--- config.mk ---
export PLATFORM = sky130hd
export DESIGN_NAME = inst_encode_loader
export DESIGN_NICKNAME = d
export VERILOG_FILES = /design/src/rtl/inst_encode_loader_pkg.sv /design/src/rtl/inst_encode_loader_packer.sv /design/src/rtl/inst_encode_loader.sv
export SDC_FILE = /design/constraint.sdc
export NUM_CORES = 1
export LEC_CHECK = 0
export ABC_AREA = 1
export CELL_PAD_IN_SITES_DETAIL_PLACEMENT = 1
export CELL_PAD_IN_SITES_GLOBAL_PLACEMENT = 1
export CORE_MARGIN = 3
export CORE_UTILIZATION = 30
export CTS_CLUSTER_DIAMETER = 150
export DETAILED_ROUTE_END_ITERATION = 16
export DONT_BUFFER_PORTS = 1
export PLACE_DENSITY_LB_ADDON = 0.05
export SETUP_SLACK_MARGIN = 0.5
export SLEW_MARGIN = 0
export SYNTH_ARGS = -nofsm -noshare
export SYNTH_HDL_FRONTEND = slang
export SYNTH_SLANG_ARGS = --single-unit
--- constraint.sdc ---
create_clock -name clk -period 2.21 [get_ports clk]
set_input_delay 0 -clock clk [delete_from_list [all_inputs] [get_ports clk]]
set_output_delay 0 -clock clk [all_outputs]
set_load 0.03 [all_outputs]
--- src/rtl/inst_encode_loader_pkg.sv ---
// Shared opcodes, instruction formats, loader FSM states and the command struct
// used by the encoder/loader and its field packer.
package inst_encode_loader_pkg;

  localparam logic [6:0] OP_JAL    = 7'b1101111;
  localparam logic [6:0] OP_JALR   = 7'b1100111;
  localparam logic [6:0] OP_LOAD   = 7'b0000011;
  localparam logic [6:0] OP_STORE  = 7'b0100011;
  localparam logic [6:0] OP_BRANCH = 7'b1100011;
  localparam logic [6:0] OP_LUI    = 7'b0110111;
  localparam logic [6:0] OP_AUIPC  = 7'b0010111;
  localparam logic [6:0] OP_REGREG = 7'b0110011;
  localparam logic [6:0] OP_REGIMM = 7'b0010011;

  typedef enum logic [2:0] {RTYPE, ITYPE, STYPE, BTYPE, UTYPE, JTYPE, NOFMT} fmt_e;

  typedef enum logic [2:0] {IDLE, RUN, WRITE, DONE, FULL} state_e;

  typedef struct packed {
    logic [6:0]  op;
    logic [2:0]  fn3;
    logic [6:0]  fn7;
    logic [4:0]  rd;
    logic [4:0]  rs1;
    logic [4:0]  rs2;
    logic [31:0] imm;
  } cmd_t;

  function automatic fmt_e fmt_of(input logic [6:0] op);
    fmt_e f;
    case (op)
      OP_REGREG:                    f = RTYPE;
      OP_LOAD, OP_JALR, OP_REGIMM:  f = ITYPE;
      OP_STORE:                     f = STYPE;
      OP_BRANCH:                    f = BTYPE;
      OP_LUI, OP_AUIPC:             f = UTYPE;
      OP_JAL:                       f = JTYPE;
      default:                      f = NOFMT;
    endcase
    return f;
  endfunction

  // True when v is representable as a signed value of (sh+1) bits.
  function automatic logic fits(input logic [31:0] v, input int unsigned sh);
    logic [31:0] t;
    t = 32'($signed(v) >>> sh);
    return (t == '0) || (t == '1);
  endfunction

endpackage

--- src/rtl/inst_encode_loader_packer.sv ---
// Combinational RV32I field packer: command fields -> instruction word, legal, range_ok.
// Immediate range checking exists only when ENC_IMM_CHECK_EN is defined; otherwise range_ok is 1.
module inst_field_packer
  import inst_encode_loader_pkg::*;
(
  input  cmd_t        cmd,
  output logic [31:0] word,
  output logic        legal,
  output logic        range_ok
);

  fmt_e fmt;
  logic shift;

  assign fmt   = fmt_of(cmd.op);
  assign shift = (cmd.op == OP_REGIMM) && (cmd.fn3[1:0] == 2'b01);
  assign legal = (fmt != NOFMT);

  always_comb begin
    word = '0;
    case (fmt)
      RTYPE: word = {cmd.fn7, cmd.rs2, cmd.rs1, cmd.fn3, cmd.rd, cmd.op};
      ITYPE: word = shift ? {cmd.fn7, cmd.imm[4:0], cmd.rs1, cmd.fn3, cmd.rd, cmd.op}
                          : {cmd.imm[11:0], cmd.rs1, cmd.fn3, cmd.rd, cmd.op};
      STYPE: word = {cmd.imm[11:5], cmd.rs2, cmd.rs1, cmd.fn3, cmd.imm[4:0], cmd.op};
      BTYPE: word = {cmd.imm[12], cmd.imm[10:5], cmd.rs2, cmd.rs1, cmd.fn3,
                     cmd.imm[4:1], cmd.imm[11], cmd.op};
      UTYPE: word = {cmd.imm[31:12], cmd.rd, cmd.op};
      JTYPE: word = {cmd.imm[20], cmd.imm[10:1], cmd.imm[11], cmd.imm[19:12], cmd.rd, cmd.op};
      default: word = '0;
    endcase
  end

`ifdef ENC_IMM_CHECK_EN
  always_comb begin
    range_ok = 1'b1;
    case (fmt)
      ITYPE: range_ok = shift ? (cmd.imm[31:5] == '0) : fits(cmd.imm, 11);
      STYPE: range_ok = fits(cmd.imm, 11);
      BTYPE: range_ok = fits(cmd.imm, 12) && !cmd.imm[0];
      UTYPE: range_ok = (cmd.imm[11:0] == '0);
      JTYPE: range_ok = fits(cmd.imm, 20) && !cmd.imm[0];
      default: range_ok = 1'b1;
    endcase
  end
`else
  logic unused_imm0;
  assign unused_imm0 = cmd.imm[0];
  assign range_ok    = 1'b1;
`endif

endmodule

--- src/rtl/inst_encode_loader.sv ---
// RV32I encoder/loader: one command per 2 cycles, imem write 1 cycle after handshake; cmd_ready only in RUN.
// Optional ENC_IMM_CHECK_EN rejects out-of-range immediates into err_range.
module inst_encode_loader
  import inst_encode_loader_pkg::*;
#(
  parameter int                ADDR_W    = 12,
  parameter logic [ADDR_W-1:0] BASE_ADDR = '0
) (
  input  logic              clk,
  input  logic              rst_n,
  input  logic              start,
  input  logic              cmd_valid,
  output logic              cmd_ready,
  input  logic [6:0]        cmd_op,
  input  logic [2:0]        cmd_fn3,
  input  logic [6:0]        cmd_fn7,
  input  logic [4:0]        cmd_rd,
  input  logic [4:0]        cmd_rs1,
  input  logic [4:0]        cmd_rs2,
  input  logic [31:0]       cmd_imm,
  input  logic              cmd_last,
  output logic              imem_we,
  output logic [ADDR_W-1:0] imem_addr,
  output logic [31:0]       imem_wdata,
  output logic              busy,
  output logic              load_done,
  output logic [ADDR_W:0]   word_count,
  output logic              err_illegal,
  output logic              err_full,
  output logic              err_range
);

  // Count value of the final free slot; reaching it while writing means memory is full.
  localparam logic [ADDR_W:0] LAST_CNT = {1'b0, {ADDR_W{1'b1}}};

  state_e      state, state_nxt;
  cmd_t        cmd;
  logic [31:0] word;
  logic        legal, range_ok;
  logic        accept, good, clear, last_q;

  assign cmd = {cmd_op, cmd_fn3, cmd_fn7, cmd_rd, cmd_rs1, cmd_rs2, cmd_imm};

  inst_field_packer u_packer (
    .cmd      (cmd),
    .word     (word),
    .legal    (legal),
    .range_ok (range_ok)
  );

  assign accept    = cmd_valid && (state == RUN);
  assign good      = legal && range_ok;
  assign clear     = start && ((state == IDLE) || (state == FULL));
  assign cmd_ready = (state == RUN);
  assign imem_we   = (state == WRITE);
  assign busy      = (state != IDLE);
  assign load_done = (state == DONE);

  always_ff @(posedge clk or negedge rst_n) begin
    if (!rst_n) state <= IDLE;
    else        state <= state_nxt;
  end

  always_comb begin
    state_nxt = state;
    case (state)
      IDLE:  if (start) state_nxt = RUN;
      RUN: begin
        if (accept) begin
          if (good)          state_nxt = WRITE;
          else if (cmd_last) state_nxt = DONE;
        end
      end
      WRITE: begin
        if (last_q)                        state_nxt = DONE;
        else if (word_count == LAST_CNT)   state_nxt = FULL;
        else                               state_nxt = RUN;
      end
      DONE:  state_nxt = IDLE;
      FULL:  if (start) state_nxt = RUN;
      default: state_nxt = IDLE;
    endcase
  end

  always_ff @(posedge clk or negedge rst_n) begin
    if (!rst_n) begin
      imem_addr   <= BASE_ADDR;
      imem_wdata  <= '0;
      word_count  <= '0;
      last_q      <= 1'b0;
      err_illegal <= 1'b0;
      err_full    <= 1'b0;
    end else begin
      if (clear) begin
        imem_addr   <= BASE_ADDR;
        word_count  <= '0;
        err_illegal <= 1'b0;
        err_full    <= 1'b0;
      end
      if (accept && good) begin
        imem_wdata <= word;
        last_q     <= cmd_last;
      end
      if (accept && !legal) err_illegal <= 1'b1;
      if (state == WRITE) begin
        imem_addr  <= imem_addr + 1'b1;
        word_count <= word_count + 1'b1;
        if (state_nxt == FULL) err_full <= 1'b1;
      end
    end
  end

`ifdef ENC_IMM_CHECK_EN
  always_ff @(posedge clk or negedge rst_n) begin
    if (!rst_n)                           err_range <= 1'b0;
    else if (clear)                       err_range <= 1'b0;
    else if (accept && legal && !range_ok) err_range <= 1'b1;
  end
`else
  assign err_range = 1'b0;
`endif

endmodule

==> results of run 1 <==
cell families (layout without fill, tap and decap cells):
group / Yosys count / count (layout)
simple gates: 278 / 279
compound gates: 66 / 66
flops: 63 / 63
buf+inv: 61 / 161
fa+ha+maj: 3 / 3
xor+xnor: 2 / 2
mux: 2 / 2
other cells: 1 / 1
report_power, final:
group / internal (mW) / switching [mW]
clock: 0.927 / 0.516
combinational: 0.282 / 0.483
sequential: 1.25 / 0.220
synthesized netlist by cell type, drive strengths merged:
cell type,instances
and3,1
o21ai,27
nor3b,1
nand4,8
mux2i,2
a31oi,2
buf,9
o31ai,3
a21oi,11
nor3,9
or3,1
ha,3
nor2,36
a22oi,2
conb,1
o22ai,5
o21a,2
inv,46
clkbuf,4
clkinv,2
dfrtp,63
a22o,7
o211ai,6
a31o,1
nand3,45
and2,1
nand2,175
nor4,1
xor2,2
per-stage QoR:
stage / area, um^2 / utilization [%] / instances
global placement: 3901 / 33.73 / 629
floorplan: 3630 / - / 476
detailed placement: 3901 / 33.73 / 629
finish: 5105 / 44.14 / 720
global route: 5105 / 44.14 / 720
CTS: 4913 / 42.49 / 709
final timing paths:
kind	from	to	slack [ps]	cells past startpoint
setup / recovery	word_count[1]	state[2]	410	9
hold / removal	cmd_imm[28]	imem_wdata[28]	7	6
setup reg to reg	word_count[1]	state[2]	410	9
hold reg to reg	imem_addr[3]	imem_addr[3]	600	1
max in group asynchronous	rst_n	imem_addr[1]	1700	2
min in group asynchronous	rst_n	word_count[9]	210	2
registers in the layout, summed over array words and instances, names as in the netlist:
name,flops
err_full,1
err_illegal,1
imem_addr,12
imem_wdata,32
last_q,1
state,3
word_count,13
layer usage:
layer,track usage (%),up-vias,part of all wire [%]
li1,-,1759,-
met1,23.63,1762,42
met2,35.92,92,51
met3,5.105,13,6.0
met4,6.964,0,1.4
met5,0,-,0
critical path: stages, from the launching register on:
cell     delay [ps]
dfrtp_2         510
ha_4            190
nand2_4          60
nor2_4           90
nand2_2          80
nor3_4          130
and3_4          210
nand2_2          50
or3_4           350
nand2_1          70
final cells by class:
cell class	instances	area (um^2)	share of cell area, %
Multi-Input combinational cell	353	1933	37.87
Sequential cell	63	1584	31.03
Timing Repair Buffer	98	924.6	18.11
Clock buffer	12	256.5	5.025
Inverter	48	185.2	3.627
Tap cell	143	178.9	3.505
Clock inverter	3	42.54	0.8333
repair_timing:
action,in CTS,in global routing
hold endpoints to repair,98,0
resized for setup,19,26
hold buffers,57,0
endpoints found under the setup margin,12,54
buffers inserted,7,11
gates cloned,1,0
pin swaps,9,14
==> metrics.md, run 1 <==
| Metric | Value |
|---|---|
| Status | complete, no violations |
| Distinct cells, synth | 42 |
| Setup Crit Path Kind | reg2reg |
| Power Density | 719.7 nW/um^2 |
| Max-cap violation count | 0 |
| Die X | 115.4 um |
| P&R area growth vs syn | 42.21% |
| # diodes | 0 |
| Insertion delay to the later sink of the worst-skew pair | 330 ps |
| Setup_tns | 0 ps |
| Post-synthesis adder-cell area fraction | 1.046% |
| CP Capture Type | flip-flop |
| Clock slew at reported path FFs | 60 ps |
| Worst-path fanout max | 4 |
| Syn Nets | 548 |
| Arr. time, crit path | 2070 ps |
| Drc violations | 0 |
| Total CTS buffers | 9 |
| Vias per cell | 5.036 |
| Syn Area/Cell | 7.541 um^2 |
| Mapped Area | 3590 um^2 |
| Xor and xnor fraction of the mapped netlist area | 0.4880% |
| Hold WS | 7.380 ps |
| Pre-CTS setup slack | 138.2 ps |
| Startpoint types | flip-flop |
| Seq cells post-synth | 63 |
| # fillers | 1376 |
| Total GRT Usage | 20.23% |
| Clock Sinks | 63 |
| Max Fclk | 0.5547 GHz |
| Ports | 133 |
| Port-buffer cells | 0 |
| Remaining Overflow, GRT | 0 |
| RSZ-0062 raised after global routing | true |
| Antenna viol nets, final | 0 |
| Final GP Congestion | 0.7976 |
| Worst vdd ir | 0.2976 mV |
| Simple-gate portion of the synthesized area | 34.33% |
| Initial DRC count | 178 |
| Antenna violations before repair | 0 |
| Total power | 3.674 mW |
| Core area | 11560 um^2 |
| Post-synth top area cell | dfrtp_1 |
| Clk root buf | clkbuf_16 |
| Share of Yosys cell area claimed by the top area cell type | 43.92% |
| Setup violators final | 0 |
| Final WL | 13.14 mm |
| HPWL after DPL | 8.903 mm |
| Largest family of logic cells by synthesized area | simple AND/OR/NAND/NOR gates |
| Largest cells by area after synthesis | dfrtp_1 44%, nand2_1 17%, nand3_1 6.3%, inv_1 4.3%, o21ai_0 3.3% |
| Clock buffer depth | 2 |
| Clk_skew | 3.511 ps |
| P_leak | 2.507 nW |
| CTS tree | done |
| Compound-Gate Fraction of Synth Area | 12.13% |
| Req. time, crit path | 2480 ps |
| Post-synthesis mux area share | 0.5577% |
| H-tree depth | 3 |
| Num rows | 39 |
| Synth warn | 0 |
| Part of the Yosys area used for sequential elements | 43.92% |
| Layout cell share with drive strength beyond 1 | 20.80% |
| Fin. max-slew vios | 0 |
| Largest net degree at the start of global routing | 64 |
| Worst hold path type | in2reg |
| First-pass GRT wire length | 21.04 mm |
| Most common cell after layout, fill and taps aside | nand2_1 |
| Fin crit share | 81.57% |
| Die span in y | 115.4 um |
| Pre-Repair DR Iteration Count | 4 |
| Slack of the critical path | 407.3 ps |
| Post-synthesis instance total | 476 |
| Nets@finish | 645 |
| Final hold vios | 0 |
| WL/cell | 18.25 um |
| Number of global-route vias before repair | 3948 |
| Min Clock Period, post-route | 1803 ps |
| Initial Util | 31.04% |
| Commonest cells after routing, fill and taps aside | 156 x nand2_1, 57 x dfrtp_1, 56 x dlygate4sd3_1 |
| Routed vias | 3626 |
| DIE AREA | 13310 um^2 |
Power figures use the tool's default switching activity.
==> run 2: changes to the inputs <==
--- a/config.mk
+++ b/config.mk
@@ -5,7 +5,7 @@
 export SDC_FILE = /design/constraint.sdc
 export NUM_CORES = 1
 export LEC_CHECK = 0
-export ABC_AREA = 1
+export ABC_AREA = 0
 export CELL_PAD_IN_SITES_DETAIL_PLACEMENT = 1
 export CELL_PAD_IN_SITES_GLOBAL_PLACEMENT = 1
 export CORE_MARGIN = 3
==> constraint.sdc (replaced) <==
create_clock -name clk -period 1.5 [get_ports clk]
set_input_delay 0 -clock clk [delete_from_list [all_inputs] [get_ports clk]]
set_output_delay 0 -clock clk [all_outputs]
set_load 0.03 [all_outputs]
==> run 2 against run 1 <==
Net effect:
- the run now ends with hold timing left
- synthesized cell count down 22%
- final area up 10%
- fmax up 20%
- sequential power up 76%
- non-clock buffer count up 40
- utilization up 6.2 points
- synthesized area down 1.9%
- die area down 1.8%
- worst setup slack worse by 400 ps
- power up 79%
- clock-buffer cell count unchanged
- sequential share of layout area down 2.6 points
- critical endpoint is now imem_wdata[21]
- largest cell class unchanged
- highest routed layer is now met5
==> metrics.md, run 2 <==
| Metric | Value |
|---|---|
| Setup Crit Path Kind | reg2reg |
| Pre-CTS setup slack | -195.1 ps (-333.3 ps) |
| Clock Sinks | 63 (unchanged) |
| Startpoint types | flip-flop |
| Status | finished, violations left |
| Slack of the critical path | 3.581 ps (-403.7 ps) |
| HPWL after DPL | 9.495 mm (+6.6%) |
| Largest cells by area after synthesis | dfrtp_1 45%, o21ai_0 6.3%, nand2_1 5.8%, a22oi_1 3.0%, nand3_1 3.0% |
| Design area | 5623 um^2 (+10%) |
| Fin. max-slew vios | 0 (unchanged) |
| Drc violations | 0 (unchanged) |
| Pint | 4.225 mW (+72%) |
| Power Density | 1168 nW/um^2 (+62%) |
| Largest register FFs | 32 (unchanged) |
| EDFF count, synth | 0 (unchanged) |
| # fillers | 1219 (-11%) |
| Layout cell share with drive strength beyond 1 | 41.19% (+20 points) |
| R2r setup slk | 4 ps (-400 ps) |
| P_leak | 2.297 nW (-8.4%) |
| Net Sw Power | 2.345 mW (+92%) |
| Req. time, crit path | 1720 ps (-760 ps) |
| Num rows | 38 (-2.6%) |
| Reg with most FFs | imem_wdata |
| Remaining Overflow, GRT | 0 (unchanged) |
| Antenna violations before repair | 2 (+2) |
| Total GRT Usage | 21.37% (+1.1 points) |
| Worst hold path type | in2async |
| Combinational share of power | 28.2% (+7.4 points) |
| Clock slew at reported path FFs | 60 ps (about the same) |
| Final WL | 13.66 mm (+3.9%) |
| Min Clock Period, post-route | 1496 ps (-306.3 ps) |
| Clk pwr share | 32.4% (-6.9 points) |
| Placed inst area | 4390 um^2 (+13%) |
| Die span in y | 114.4 um (-0.89%) |
| Slew headroom | 63.70% |
| Largest net degree at the start of global routing | 64 (unchanged) |
| Slowest stage cell on the critical path | dfrtp_2 |
| Post-synth top area cell | dfrtp_1 |
| H-tree depth | 3 (unchanged) |
| Initial DRC count | 132 (-26%) |
| Worst Tran Pin Value | 542.7 ps |
| Largest regs | imem_wdata: 32 flops, word_count: 13 flops, imem_addr: 12 flops |
| Critical Path Source | state[1] |
| RR Startpoint | state[1] |
| Initial Util | 31.52% (+0.48 points) |
| Hold WS | -639.7 ps (-647.1 ps) |
| Switching Share | 35.69% (+2.5 points) |
| WL/cell | 21.14 um (+16%) |
| Pre-Repair DR Iteration Count | 4 (unchanged) |
| Final hold vios | 63 (+63) |
| Seq cells post-synth | 63 (unchanged) |
| Worst vdd ir | 1.003 mV (+240%) |
| Routed vias | 3569 (-1.6%) |
| Synth warn | 0 (unchanged) |
| Critical-path cell list | nor3b_4, and2_4, o21ai_4, buf_12, a22o_1 |
| Clock buffer depth | 2 (unchanged) |
| Top-count cell post-synth | dfrtp_1 |
| Die X | 114.4 um (-0.89%) |
| Arr. time, crit path | 1720 ps (-350 ps) |
| Share of Yosys cell area claimed by the top area cell type | 44.76% (+0.84 points) |
| Antenna viol nets, final | 0 (unchanged) |
| Ports | 133 (unchanged) |
| Max-cap violation count | 0 (unchanged) |
| Reg power frac | 39.4% (-0.5 points) |
| Setup crit end | imem_wdata[21] |
| Syn Nets | 443 (-19%) |
| Post-synth ARST share | 100.0% (unchanged) |
| P&R area growth vs syn | 59.64% |
| Clk root buf | clkbuf_16 |
| Worst-path fanout max | 17 (+13) |
| Most common cell after layout, fill and taps aside | buf_4 |
| Part of the Yosys area used for sequential elements | 44.76% (+0.84 points) |
| First-pass GRT wire length | 21.67 mm (+3.0%) |
| Number of global-route vias before repair | 3952 (+0.10%) |
| Clk_skew | 7.696 ps (+4.184 ps) |
| Mapped Area | 3522 um^2 (-1.9%) |
| DIE AREA | 13080 um^2 (-1.8%) |
| Setup violators final | 0 (unchanged) |
| Max Fclk | 0.6683 GHz (+20%) |
| Nets@finish | 572 (-11%) |
| FF-to-FF path depth | 5 (-4) |
| RSZ-0062 raised after global routing | true |
| Post-synthesis instance total | 371 (-22%) |
| Max incr delay on CP | 440 ps (-70 ps) |
| Commonest cells after routing, fill and taps aside | 57 x buf_4, 53 x dlygate4sd3_1, 45 x dfrtp_1 |
| Core area | 11170 um^2 (-3.4%) |
| Port-buffer cells | 0 (unchanged) |
| Synth top cells by count | 63 x dfrtp_1, 54 x nand2_1, 44 x o21ai_0 |
| Synth Flop Type | dfrtp_1 |
| Vias per cell | 5.525 (+9.7%) |
| Fin crit share | 99.76% (+18 points) |
| Final GP Congestion | 0.8696 (+9.0%) |
| Worst r2r dst | imem_wdata[21] |
| Total CTS buffers | 9 (unchanged) |
| Insertion delay to the later sink of the worst-skew pair | 330 ps (about the same) |
| Syn Area/Cell | 9.494 um^2 (+26%) |
| Failing checks | hold timing |
| CTS tree | done |
| CP Capture Type | flip-flop |
| Distinct cells, synth | 60 (+43%) |
| # hold bufs at CTS | 53 (-7.0%) |
[run 2: cell types whose count changed after synthesis, sizes merged, moves of 5 or more]
cell / before / now
a21oi: 11 / 6
a22oi: 2 / 14
a31oi: 2 / 9
a32oi: 0 / 6
and3: 1 / 11
clkbuf: 4 / 11
inv: 46 / 8
nand2: 175 / 54
nand3: 45 / 22
nor2: 36 / 12
nor3: 9 / 2
nor3b: 1 / 8
o21ai: 27 / 50
o221ai: 0 / 6
[run 2: kinds of logic (layout without fill, tap and decap cells)]
group	Yosys count	in the layout	share of synthesized area [%]
multiplexers	10	10	2.984
other	1	2	0.1065
AO/OA/AOI/OAI	122	122	24.12
AND/OR/NAND/NOR	143	144	22.45
adder cells (fa/ha/maj)	3	3	1.066
buffers and inverters	29	162	4.511
flip-flops	63	63	44.76
[run 2: metrics by stage]
stage | setup TNS (ps) | power (mW) | hold slack [ps] | std cells | utilization, %
3_5_place_dp | -2845 | 3.987 | -294.1 | 565 | 39.29
6_report | 0 | 6.569 | -639.7 | 646 | 50.32
3_3_place_gp | -2092 | 3.946 | -293.8 | 565 | 39.29
5_1_grt | -1071 | 6.895 | -663.5 | 646 | 50.32
4_1_cts | 0 | 6.446 | -653.2 | 639 | 48.59
2_1_floorplan | -7413 | 3.487 | -295.6 | 371 | -
[run 2: area by class of cell]
class	instances	area, um^2	area share, %
flip-flops and latches	63	1599	28.44
repair buffers	138	1321	23.50
clock buffers	12	246.5	4.384
diodes	1	2.502	0.04450
well taps	140	175.2	3.115
clock inverters	4	45.04	0.8011
multi-input cells	280	2203	39.19
inverters	8	30.03	0.5340
[run 2: worst min path at each step]
stage,startpoint,to,slack [ps],cells past startpoint
2_1_floorplan,rst_n,err_full,-300,0
3_3_place_gp,rst_n,word_count[7],-290,0
3_5_place_dp,rst_n,word_count[6],-290,0
4_1_cts,rst_n,word_count[9],-650,0
5_1_grt,rst_n,imem_addr[3],-660,0
6_report,rst_n,word_count[6],-640,0
[run 2: repair_timing]
| action | 4_1_cts | 5_1_grt |
|---|---|---|
| resized for setup | 49 | 37 |
| gates cloned | 0 | 1 |
| buffers inserted | 5 | 5 |
| pin swaps | 18 | 15 |
| endpoints found under the setup margin | 69 | 72 |
| endpoints found under the hold margin | 114 | 63 |
[run 2: power by group through the flow]
stage,registers [mW],logic [mW],clock network [mW]
after floorplan,2.69,0.793,0
after detailed placement,2.62,1.37,0
after global placement,2.62,1.33,0
after CTS,2.59,1.68,2.18
final,2.59,1.85,2.13
after global routing,2.63,2.00,2.27
[run 2: worst max-delay path: cells and delay by family, from the launching register on]
kind	cells	cell delay (ps)
simple gates	2	420
flops	1	440
compound gates	2	350
buf+inv	1	180
[run 2: metal layers]
layer	global-route usage [%]	part of all wire, %	vias up
met3	5.973	5.7	24
met5	0	0.051	-
met4	7.363	2.2	2
li1	-	-	1663
met2	37.20	52	104
met1	25.22	40	1776
==> run 3: changes to the inputs <==
--- a/config.mk
+++ b/config.mk
@@ -14,6 +14,7 @@
 export DETAILED_ROUTE_END_ITERATION = 16
 export DONT_BUFFER_PORTS = 1
 export PLACE_DENSITY_LB_ADDON = 0.05
+export RECOVER_POWER = 100
 export SETUP_SLACK_MARGIN = 0.5
 export SLEW_MARGIN = 0
 export SYNTH_ARGS = -nofsm -noshare
==> run 3 against run 2 <==
Net effect:
- the run still ends with hold timing left
- routed wire length is 0.21% higher
- power is 1.1% lower
- register-to-register slack hardly changed
- sequential share of layout area is 0.46 points higher
- clock power hardly changed
- clock-buffer cell count stayed put
- non-clock buffer count stayed put
- clock skew hardly changed
- final area is 1.7% lower
- sequential power hardly changed
- global-route usage stayed put
- hold slack hardly changed
- largest power group unchanged
==> metrics.md, run 3 (synthesis gave the netlist of run 2 again) <==
| Metric | Value |
|---|---|
| Largest net degree at the start of global routing | 64 (unchanged) |
| Largest register FFs | 32 (unchanged) |
| HPWL after DPL | 9.495 mm (unchanged) |
| R2r setup slk | 2 ps (about the same) |
| Reg with most FFs | imem_wdata |
| Total power | 6.498 mW (-1.1%) |
| Most common cell after layout, fill and taps aside | dlygate4sd3_1 |
| Initial Util | 31.52% (unchanged) |
| Final WL | 13.68 mm (+0.21%) |
| WL/cell | 21.15 um (about the same) |
| First-pass GRT wire length | 21.67 mm (unchanged) |
| Number of global-route vias before repair | 3952 (unchanged) |
| CTS tree | done |
| Nets@finish | 572 (unchanged) |
| Max Fclk | 0.6677 GHz (about the same) |
| Clock Sinks | 63 (unchanged) |
| Clk pwr share | 32.8% (+0.4 points) |
| Switching Share | 35.98% (+0.29 points) |
| WP buf/inv | 1 (unchanged) |
| Fin crit share | 99.84% (about the same) |
| Insertion delay to the later sink of the worst-skew pair | 330 ps (about the same) |
| Fin. max-slew vios | 0 (unchanged) |
| Drc violations | 0 (unchanged) |
| Total GRT Usage | 21.37% (unchanged) |
| Core area | 11170 um^2 (unchanged) |
| Final hold vios | 63 (unchanged) |
| Footprint of the multi-input gates | 2191 um^2 (-0.57%) |
| Antenna violations before repair | 2 (unchanged) |
| Final cell count without fillers | 647 (+0.15%) |
| Reg power frac | 39.8% (+0.4 points) |
| P&R area growth vs syn | 56.87% |
| Pint | 4.159 mW (-1.5%) |
| Worst Tran Pin Value | 635.1 ps (+92.37 ps) |
| # fillers | 1235 (+1.3%) |
| Combinational share of power | 27.4% (-0.8 points) |
| Failing checks | hold timing |
| P_leak | 2.212 nW (-3.7%) |
| Critical Path Source | state[1] |
| Power Density | 1176 nW/um^2 (+0.66%) |
| Routed vias | 3575 (+0.17%) |
| Hold WS | -639.5 ps (+0.2400 ps) |
| Worst path depth | 5 (unchanged) |
| Remaining Overflow, GRT | 0 (unchanged) |
| CP Capture Type | flip-flop |
| Status | finished, violations left |
| Port-buffer cells | 0 (unchanged) |
| H-tree depth | 3 (unchanged) |
| Worst hold path type | in2async |
| Setup violators final | 0 (unchanged) |
| Min Clock Period, post-route | 1498 ps (+1.253 ps) |
| Die X | 114.4 um (unchanged) |
| RR Startpoint | state[1] |
| Arr. time, crit path | 1720 ps (about the same) |
| Setup crit end | imem_wdata[21] |
| Slew headroom | 57.66% (-6.0 points) |
| RSZ-0062 raised after global routing | true |
| Num rows | 38 (unchanged) |
| Worst vdd ir | 0.9936 mV (-0.98%) |
| Layout cell share with drive strength beyond 1 | 36.63% (-4.6 points) |
| Commonest cells after routing, fill and taps aside | 53 x dlygate4sd3_1, 47 x dfrtp_1, 40 x nand2_1 |
| DIE AREA | 13080 um^2 (unchanged) |
| Worst-path fanout max | 17 (unchanged) |
| Clock buffer depth | 2 (unchanged) |
| Total CTS buffers | 9 (unchanged) |
| FF-to-FF path depth | 5 (unchanged) |
| Ports | 133 (unchanged) |
| Req. time, crit path | 1720 ps (about the same) |
| FF/Latch Area | 1597 um^2 (-0.16%) |
| Setup Crit Path Kind | reg2reg |
| Clock slew at reported path FFs | 60 ps (about the same) |
| Die span in y | 114.4 um (unchanged) |
| Startpoint types | flip-flop |
| Slowest stage cell on the critical path | dfrtp_2 |
| Worst r2r dst | imem_wdata[21] |
| Clk root buf | clkbuf_16 |
| Largest regs | imem_wdata: 32 flops, word_count: 13 flops, imem_addr: 12 flops |
| Antenna viol nets, final | 0 (unchanged) |
| Max-cap violation count | 0 (unchanged) |
| Initial DRC count | 132 (unchanged) |
| Net Sw Power | 2.338 mW (-0.28%) |
| Crit-path leading delay family | flip-flops |
| Critical-path cell list | nor3b_4, and2_4, o21ai_4, buf_12, a22o_1 |
| Final GP Congestion | 0.8696 (unchanged) |
| Vias per cell | 5.526 (about the same) |
| # placed instances | 565 (unchanged) |
| Pre-Repair DR Iteration Count | 4 (unchanged) |
| # hold bufs at CTS | 53 (unchanged) |
| Clk_skew | 7.586 ps (-0.1101 ps) |
| Max incr delay on CP | 440 ps (about the same) |
run 3: cell count changes in the layout (fill, tap and decap cells not counted), sizes merged:
cell | previous run | this run
buf | 85 | 64
diode | 1 | 2
clkbuf | 12 | 33
run 3: what timing repair did:
item / in CTS / in global routing
pin swaps: 18 / 15
gates cloned: 0 / 1
setup endpoints to repair: 69 / 72
hold endpoints to repair: 114 / 63
resized for setup: 49 / 37
buffers inserted: 5 / 5
run 3: per-stage QoR:
step           cell area (um^2)  TNS, ps  utilization [%]  worst slack, ps
2_1_floorplan              3837    -7413                -           -308.2
3_3_place_gp               4390    -2092            39.29           -169.2
3_5_place_dp               4390    -2845            39.29           -195.1
4_1_cts                    5429        0            48.59          0.06239
5_1_grt                    5523    -1460            49.43           -94.48
6_report                   5525        0            49.45            2.328
run 3: worst reg2reg max path, delay by kind of cell, from the launching register on:
| kind | cells | cell delay [ps] |
|---|---|---|
| flip-flops | 1 | 440 |
| AO/OA/AOI/OAI | 2 | 350 |
| AND/OR/NAND/NOR | 2 | 420 |
| buffers and inverters | 1 | 180 |
run 3: layout make-up:
type / count / area share, %
Multi-Input combinational cell: 280 / 39.65
Antenna cell: 2 / 0.09058
Clock inverter: 4 / 0.8152
Inverter: 8 / 0.5435
Timing Repair Buffer: 138 / 22.37
Tap cell: 140 / 3.170
Sequential cell: 63 / 28.89
Clock buffer: 12 / 4.461
run 3: layer usage:
metal	vias to the layer above	part of all wire, %	track usage (%)
li1	1668	-	-
met1	1786	40	25.22
met2	99	52	37.20
met3	20	5.4	5.973
met4	2	1.9	7.363
met5	-	0.051	0
run 3: power groups by stage:
stage / logic (mW) / registers (mW) / clock network [mW]
after floorplan: 0.793 / 2.69 / 0
after global placement: 1.33 / 2.62 / 0
after detailed placement: 1.37 / 2.62 / 0
after CTS: 1.68 / 2.59 / 2.18
after global routing: 1.92 / 2.63 / 2.27
final: 1.78 / 2.58 / 2.13
run 3: how the worst min path moves through the flow:
stage                      from             to  slack [ps]  cells past startpoint
final                     rst_n  word_count[6]        -640                      0
after global routing      rst_n   imem_addr[3]        -660                      0
after CTS                 rst_n  word_count[9]        -650                      0
after detailed placement  rst_n  word_count[6]        -290                      0
after global placement    rst_n  word_count[7]        -290                      0
after floorplan           rst_n       err_full        -300                      0
